<file path="src/rtl/imem_port_arbiter.sv">
// imem_port_arbiter
// Shares one single-port instruction RAM between the fetch stage (read-only)
// and the loader/debug port (read/write). At most one access is granted per
// cycle. Read data comes back one cycle after the grant and is routed to the
// requester that issued the read. Addresses outside the RAM are still
// granted: writes are dropped, and reads return a substitute word.
module imem_port_arbiter #(
    parameter int          ADDR_W    = 10,
    parameter int          MAX_BURST = 4,
    parameter logic [31:0] NOP_INSTR = 32'h00000013
) (
    input  logic              clk,
    input  logic              rst,
    // fetch port
    input  logic              f_req,
    input  logic [31:0]       f_addr,
    output logic              f_gnt,
    output logic              f_valid,
    output logic [31:0]       f_rdata,
    output logic              f_stall,
    // loader / debug port
    input  logic              l_req,
    input  logic              l_we,
    input  logic [31:0]       l_addr,
    input  logic [31:0]       l_wdata,
    output logic              l_gnt,
    output logic              l_valid,
    output logic [31:0]       l_rdata,
    // RAM port
    output logic              mem_en,
    output logic              mem_we,
    output logic [ADDR_W-1:0] mem_addr,
    output logic [31:0]       mem_wdata,
    input  logic [31:0]       mem_rdata
);

    localparam int             CNT_W     = $clog2(MAX_BURST + 1);
    localparam logic [CNT_W-1:0] BURST_MAX = CNT_W'(MAX_BURST);

    typedef enum logic [1:0] {
        RSP_IDLE,
        RSP_FETCH,
        RSP_LOAD
    } rsp_state_t;

    rsp_state_t       state_q, state_d;
    logic             oor_q, oor_d;
    logic [CNT_W-1:0] burst_cnt_q, burst_cnt_d;

    logic f_oor;
    logic l_oor;
    logic burst_full;
    logic unused_addr_lsbs;

    // Byte-offset bits are don't-care for word-addressed RAM.
    assign unused_addr_lsbs = ^{f_addr[1:0], l_addr[1:0]};

    assign f_oor      = |f_addr[31:ADDR_W+2];
    assign l_oor      = |l_addr[31:ADDR_W+2];
    assign burst_full = (burst_cnt_q == BURST_MAX);

    // Grant: the loader normally wins. Fetch wins once the loader has had
    // MAX_BURST consecutive grants while fetch was waiting.
    always_comb begin
        f_gnt   = 1'b0;
        l_gnt   = 1'b0;
        f_stall = 1'b0;
        if (!rst) begin
            if (f_req && (!l_req || burst_full)) begin
                f_gnt = 1'b1;
            end else if (l_req) begin
                l_gnt = 1'b1;
            end
            f_stall = f_req && !f_gnt;
        end
    end

    // Burst counter: counts loader grants taken while fetch waits. It clears
    // whenever fetch is served or stops asking.
    always_comb begin
        burst_cnt_d = burst_cnt_q;
        if (rst || !f_req || f_gnt) begin
            burst_cnt_d = '0;
        end else if (l_gnt && !burst_full) begin
            burst_cnt_d = burst_cnt_q + 1'b1;
        end
    end

    // RAM port: combinational copy of the granted request. Out-of-range
    // accesses keep the RAM disabled.
    always_comb begin
        mem_en    = 1'b0;
        mem_we    = 1'b0;
        mem_addr  = '0;
        mem_wdata = '0;
        if (f_gnt) begin
            mem_en   = !f_oor;
            mem_addr = f_addr[ADDR_W+1:2];
        end else if (l_gnt) begin
            mem_en    = !l_oor;
            mem_we    = l_we && !l_oor;
            mem_addr  = l_addr[ADDR_W+1:2];
            mem_wdata = l_wdata;
        end
    end

    // Response FSM next state: records who owns next cycle's read data and
    // whether that read was out of range.
    always_comb begin
        state_d = RSP_IDLE;
        oor_d   = 1'b0;
        if (f_gnt) begin
            state_d = RSP_FETCH;
            oor_d   = f_oor;
        end else if (l_gnt && !l_we) begin
            state_d = RSP_LOAD;
            oor_d   = l_oor;
        end
    end

    // Response outputs: route RAM data (or the substitute word) to the owner.
    // Valid is suppressed while in reset so that an in-flight read is dropped.
    always_comb begin
        f_valid = 1'b0;
        f_rdata = '0;
        l_valid = 1'b0;
        l_rdata = '0;
        if (!rst) begin
            case (state_q)
                RSP_FETCH: begin
                    f_valid = 1'b1;
                    f_rdata = oor_q ? NOP_INSTR : mem_rdata;
                end
                RSP_LOAD: begin
                    l_valid = 1'b1;
                    l_rdata = oor_q ? 32'h0 : mem_rdata;
                end
                default: begin
                    f_valid = 1'b0;
                    l_valid = 1'b0;
                end
            endcase
        end
    end

    // State registers with synchronous reset.
    always_ff @(posedge clk) begin
        if (rst) begin
            state_q     <= RSP_IDLE;
            oor_q       <= 1'b0;
            burst_cnt_q <= '0;
        end else begin
            state_q     <= state_d;
            oor_q       <= oor_d;
            burst_cnt_q <= burst_cnt_d;
        end
    end

endmodule

</file>
<file path="config.mk">
export PLATFORM = sky130hd
export DESIGN_NAME = imem_port_arbiter
export DESIGN_NICKNAME = d
export VERILOG_FILES = /design/src/rtl/imem_port_arbiter.sv
export SDC_FILE = /design/constraint.sdc
export NUM_CORES = 1
export LEC_CHECK = 0
export ABC_CLOCK_PERIOD_IN_PS = 2940
export BUFFER_PORTS_ARGS = -buffer_cell sky130_fd_sc_hd__clkbuf_2
export CAP_MARGIN = 5
export CORE_AREA = 2 2 96 98
export DETAILED_ROUTE_END_ITERATION = 7
export DIE_AREA = 0 0 98 100
export SYNTH_ARGS = -nofsm -noshare
export SYNTH_HDL_FRONTEND = slang
export SYNTH_SLANG_ARGS = --single-unit
</file>
<file path="constraint.sdc">
create_clock -name clk -period 2.94 [get_ports clk]
set_input_delay 0.294 -clock clk [delete_from_list [all_inputs] [get_ports clk]]
set_output_delay 0.294 -clock clk [all_outputs]
set_load 0.05 [all_outputs]
</file>
==> results of run 1 <==
[layer usage]
| layer | vias up | GRT usage (%) | routed length (µm) |
|---|---|---|---|
| met4 | 0 | 3.95 | 148 |
| met1 | 875 | 17.2 | 2930 |
| met2 | 159 | 26.2 | 3630 |
| li1 | 1012 | - | - |
| met3 | 10 | 4.04 | 835 |
| met5 | - | 0 | 0 |
[cells in the final DEF (no fill, tap or decap), drive strengths merged]
cell,count
clkbuf,244
and2,94
nor4,11
a22o,10
dfxtp,6
inv,5
nand3,3
o21a,3
nor2,3
nor3b,3
nand2,2
and2b,2
nor3,2
ha,2
a21boi,2
nor2b,1
nand3b,1
and3,1
and4,1
or2,1
a21oi,1
xnor2,1
[cell families (layout without fill, tap and decap cells)]
logic type,Yosys count,in the layout,share of synthesized area (%)
compound gates,16,16,12.2
simple gates,125,125,67.5
buf+inv,16,249,7.10
fa+ha+maj,2,2,2.15
flops,6,6,10.3
xor+xnor,1,1,0.754
[sequential cells by signal, indices dropped and copies added (netlist names)]
signal       count
burst_cnt_q      3
state_q          2
oor_q            1
[power breakdown]
part	internal [µW]	leakage, µW	total, µW	switching [µW]
Sequential	84.4	0.0000490	86.8	2.42
Clock	88.0	0.0000216	124	36.2
Combinational	114	0.00147	348	234
Total	286	0.00154	559	273
[metrics by stage]
step                      hold WS, ps  cells  area [µm²]  utilization (%)  total power (µW)
after floorplan                   366    166        1160                -               291
after global placement            428    507        2440             27.5               439
after detailed placement          437    507        2440             27.5               442
after CTS                         267    510        2480             28.0               568
after global routing              274    510        2480             28.0               591
final                             256    510        2480             28.0               559
[cell type report]
| class | count | area [µm²] |
|---|---|---|
| well taps | 111 | 139 |
| flip-flops and latches | 6 | 120 |
| multi-input cells | 144 | 960 |
| fillers | 1008 | 6400 |
| inverters | 5 | 18.8 |
| clock buffers | 3 | 41.3 |
| repair buffers | 241 | 1210 |
[critical path, delay by kind of cell, from the launching register on]
family | cells | cell delay, ps
adders and majority gates | 1 | 200
AOI/OAI and AO/OA | 1 | 220
DFF | 1 | 350
buffers and inverters | 3 | 870
and+or+nand+nor | 2 | 270
[worst max-delay path by stage]
stage                       end  depth (start not counted)            from  slack [ps]
floorplan           l_rdata[10]                          4      state_q[1]         180
global placement     l_rdata[1]                          5             rst         680
detailed placement  l_rdata[14]                          5             rst         630
CTS                 mem_addr[3]                          7  burst_cnt_q[0]         410
global route        mem_addr[3]                          7  burst_cnt_q[0]         240
finish              mem_addr[0]                          7  burst_cnt_q[0]         490
==> flow_metrics.env, run 1 <==
export IMPL_outcome="finished clean"
export IMPL_io_pins=246
export IMPL_n_antenna_cell=0
export IMPL_core_mm2=0.00889
export IMPL_synth_seq_area_share_pct=10.3
export IMPL_die_width_um=98
export IMPL_synthDistinctLibCells=29
export IMPL_setup_ws_ps=489
export IMPL_slowest_stage="inv_2"
export IMPL_grt_max_degree=45
export IMPL_hold_path_class="in -> reg"
export IMPL_fmax_ghz=0.408
export IMPL_clkSinkCount=6
export IMPL_cts_setup_buffers=0
export IMPL_drive_gt1_share_pct=62.2
export IMPL_end_kind="output pin"
export IMPL_drtAntennaViolNets=0
export IMPL_insertion_delay_ps=230
export IMPL_path_cells="inv_1, ha_1, nand3_1, nand3b_1, inv_2, a22o_1, clkbuf_2"
export IMPL_worstPathRequired_ps=2650
export IMPL_synth_most_common_cell="and2_1"
export IMPL_rsz0062_at_grt="no"
export IMPL_rows=35
export IMPL_crit_reg2reg_launch="burst_cnt_q[0]"
export IMPL_min_from="l_we"
export IMPL_wire_per_inst_um=14.8
export IMPL_nets=536
export IMPL_drt_wl_total_um=7540
export IMPL_clkTransAtPathRegs_ps=40
export IMPL_hold_viol=0
export IMPL_cts_buffers_inserted=3
export IMPL_area_growth_pct=114
export IMPL_synth_area_per_cell_um2=7.00
export IMPL_gp_congestion=0.877
export IMPL_hold_depth=2
export IMPL_tns_ps=0
export IMPL_final_max_slew_violation_count=0
export IMPL_start_util_pct=13.1
export IMPL_dp_slack_ps=628
export IMPL_h_tree_depth=1
export IMPL_yosysWarnings=0
export IMPL_ys_ff_latch=6
export IMPL_reg2reg_slack_ps=1020
export IMPL_r2r_end="oor_q"
export IMPL_synth_fp_nets=301
export IMPL_syn_instance_count=166
export IMPL_root_buffer="clkbuf_8"
export IMPL_grt_pass1_vias=2001
export IMPL_synth_edf_count=0
export IMPL_synth_ff_type="dfxtp_1"
export IMPL_cp_max_fo=44
export IMPL_syn_area_mm2=0.00116
export IMPL_worstRegToRegCells=7
export IMPL_grt_pass1_wl_um=11100
export IMPL_dp_hpwl_um=7040
export IMPL_arrival_ps=2160
export IMPL_antenna_found_initial=0
export IMPL_synth_area_leaders="and2_1 51%, dfxtp_1 10%, a22o_1 7.5%"
export IMPL_setup_violations=0
export IMPL_drcViolationCount=0
export IMPL_max_stage_delay_ps=470
export IMPL_clock_skew_final_ps=3.22
export IMPL_async_flop_share_pct=0
export IMPL_synth_top_area_cell="and2_1"
export IMPL_synth_top_area_share_pct=50.6
export IMPL_worstHoldEndpoint="state_q[1]"
export IMPL_cts_hold_buf=0
export IMPL_finalCritPeriodShare_pct=83.4
export IMPL_drt_iter0_drc=16
export IMPL_via_per_inst=4.03
export IMPL_track_usage_pct=14.6
export IMPL_cts_tree="built"
export IMPL_slew_headroom_pct=50.3
export IMPL_cts_resized=0
export IMPL_die_area_mm2=0.00980
export IMPL_port_buffers=241
export IMPL_grt_overflow=0
export IMPL_clock_path_buffers=2
export IMPL_die_h_um=100
export IMPL_dr_pass1_iters=4
export IMPL_worstSetupPathType="reg -> out"
export IMPL_leakage_uw=0.00154
export IMPL_worst_pin_slew_ps=745
export IMPL_drv_cap=0
export IMPL_dr_total_vias=2056
export IMPL_cp_start_kind="register"
export IMPL_pwr_density_cell_mw_per_mm2=225
export IMPL_ir_worst_vdd_mv=0.119
export IMPL_synth_common_cells="94 x and2_1, 11 x nor4_1, 10 x a22o_1, 6 x dfxtp_1"
export IMPL_post_route_min_period_ps=2450
No activity file was read; power rests on OpenSTA's default activity.
==> inputs of run 2 (changes only) <==
- ABC_CLOCK_PERIOD_IN_PS: 2940 -> 2490
- CORE_AREA: 2 2 96 98 -> 2 2 94 96
- DIE_AREA: 0 0 98 100 -> 0 0 96 98
- clock period: 2.94 -> 2.49 ns (I/O delays scaled with it)
==> run 2 against run 1 <==
Combinational power grew 16%; clock power grew 15%; sequential power grew 18%; die area shrank 4.0%; highest routed layer unchanged; worst setup slack lost 230 ps; count of clock-buffer cells in the layout is the same; critical path type unchanged; critical path depth is the same; core utilization grew 1.7 points.
==> flow_metrics.env, run 2 (same netlist as run 1, synthesis figures left out) <==
export IMPL_grt_max_degree=45
export IMPL_final_common_cell="clkbuf_2"
export IMPL_final_cell_mix="241 x clkbuf_2, 94 x and2_1, 11 x nor4_1, 10 x a22o_1, 6 x dfxtp_1"
export IMPL_drcViolationCount=0
export IMPL_dp_hpwl_um=6200
export IMPL_cts_setup_buffers=0
export IMPL_dr_pass1_iters=3
export IMPL_tns_ps=0
export IMPL_worst_pin_slew_ps=424
export IMPL_area_growth_pct=116
export IMPL_slew_headroom_pct=71.7
export IMPL_drtAntennaViolNets=0
export IMPL_rsz0062_at_grt="no"
export IMPL_worstSetupPathType="reg -> out"
export IMPL_drv_cap=0
export IMPL_cts_tree="built"
export IMPL_die_h_um=98
export IMPL_setup_ws_ps=255
export IMPL_grt_pass1_wl_um=8940
export IMPL_root_buffer="clkbuf_8"
export IMPL_nets=539
export IMPL_worstRegToRegCells=7
export IMPL_post_route_min_period_ps=2240
export IMPL_drive_gt1_share_pct=62.7
export IMPL_outcome="finished clean"
export IMPL_port_buffers=241
export IMPL_n_antenna_cell=0
export IMPL_cts_buffers_inserted=3
export IMPL_rows=34
export IMPL_clkSinkCount=6
export IMPL_via_per_inst=3.94
export IMPL_end_kind="output pin"
export IMPL_grt_overflow=0
export IMPL_clock_skew_final_ps=0.141
export IMPL_pwr_density_cell_mw_per_mm2=258
export IMPL_arrival_ps=1990
export IMPL_hold_path_class="in -> reg"
export IMPL_io_pins=246
export IMPL_hold_depth=2
export IMPL_hold_viol=0
export IMPL_drt_iter0_drc=5
export IMPL_top_regs="burst_cnt_q: 3 flops, state_q: 2 flops, oor_q: 1 flops"
export IMPL_dr_total_vias=2007
export IMPL_wire_per_inst_um=12.9
export IMPL_h_tree_depth=1
export IMPL_leakage_uw=0.00156
export IMPL_antenna_found_initial=0
export IMPL_clkTransAtPathRegs_ps=30
export IMPL_ir_worst_vdd_mv=0.105
export IMPL_fmax_ghz=0.447
export IMPL_core_mm2=0.00847
export IMPL_worstPathRequired_ps=2240
export IMPL_track_usage_pct=12.4
export IMPL_final_max_slew_violation_count=0
export IMPL_die_width_um=96
export IMPL_start_util_pct=13.7
export IMPL_regMostFlops="burst_cnt_q"
export IMPL_die_area_mm2=0.00941
export IMPL_gp_congestion=0.863
export IMPL_setup_violations=0
export IMPL_insertion_delay_ps=220
export IMPL_grt_pass1_vias=1711
export IMPL_drt_wl_total_um=6590
export IMPL_largest_reg_flops=3
export IMPL_finalCritPeriodShare_pct=89.8
export IMPL_clock_path_buffers=2
export IMPL_cp_start_kind="register"
export IMPL_dp_slack_ps=385
export IMPL_cp_max_fo=44
[run 2: cell count changes in the layout (fill, tap and decap cells not counted), sizes merged]
cell	previous run	this run
buf	0	3
clkinv	0	1
inv	5	4
[run 2: path summary, 6_finish.rpt]
path	from	endpoint	slack, ps
setup / recovery	burst_cnt_q[0]	mem_wdata[29]	250
hold / removal	l_we	state_q[1]	220
setup reg to reg	burst_cnt_q[0]	oor_q	780
hold reg to reg	burst_cnt_q[0]	burst_cnt_q[0]	450
[run 2: report_power, final]
| part | switching, µW | internal (µW) |
|---|---|---|
| registers | 2.69 | 99.7 |
| logic | 267 | 136 |
| clock network | 39.1 | 104 |
| total | 309 | 339 |
[run 2: stage by stage]
stage	util, %	power, µW	instances	hold slack [ps]	instance area [µm²]
global placement	29.1	509	507	427	2470
finish	29.6	648	510	218	2510
detailed placement	29.1	513	507	441	2470
global route	29.6	683	510	231	2510
CTS	29.6	657	510	227	2510
floorplan	-	344	166	321	1170
[run 2: final cells by class]
type	count	area, µm²
multi-input combinational	144	965
inverter	5	20.0
sequential	6	120
tap	108	135
fill	951	5960
timing repair buffer	244	1230
clock buffer	3	41.3
[run 2: worst max-delay path, cell delays in order, from the launching register on]
cell and delay [ps]:
dfxtp_1 320, inv_1 60, ha_1 160, nand3_1 80, nand3b_1 180, clkinv_2 390, and2_1 340, clkbuf_2 240
[run 2: per-layer routing]
layer	share of wire, %	track usage, %	vias to the layer above
li1	-	-	1018
met1	36	13.5	840
met2	51	24.0	145
met3	11	2.31	4
met4	0.80	2.97	0
met5	0	0	-
[run 2: what timing repair did]
action | 4_1_cts | 5_1_grt
gates resized for setup | 0 | 1
setup endpoints to repair | 0 | 2
hold buffers | 0 | 0
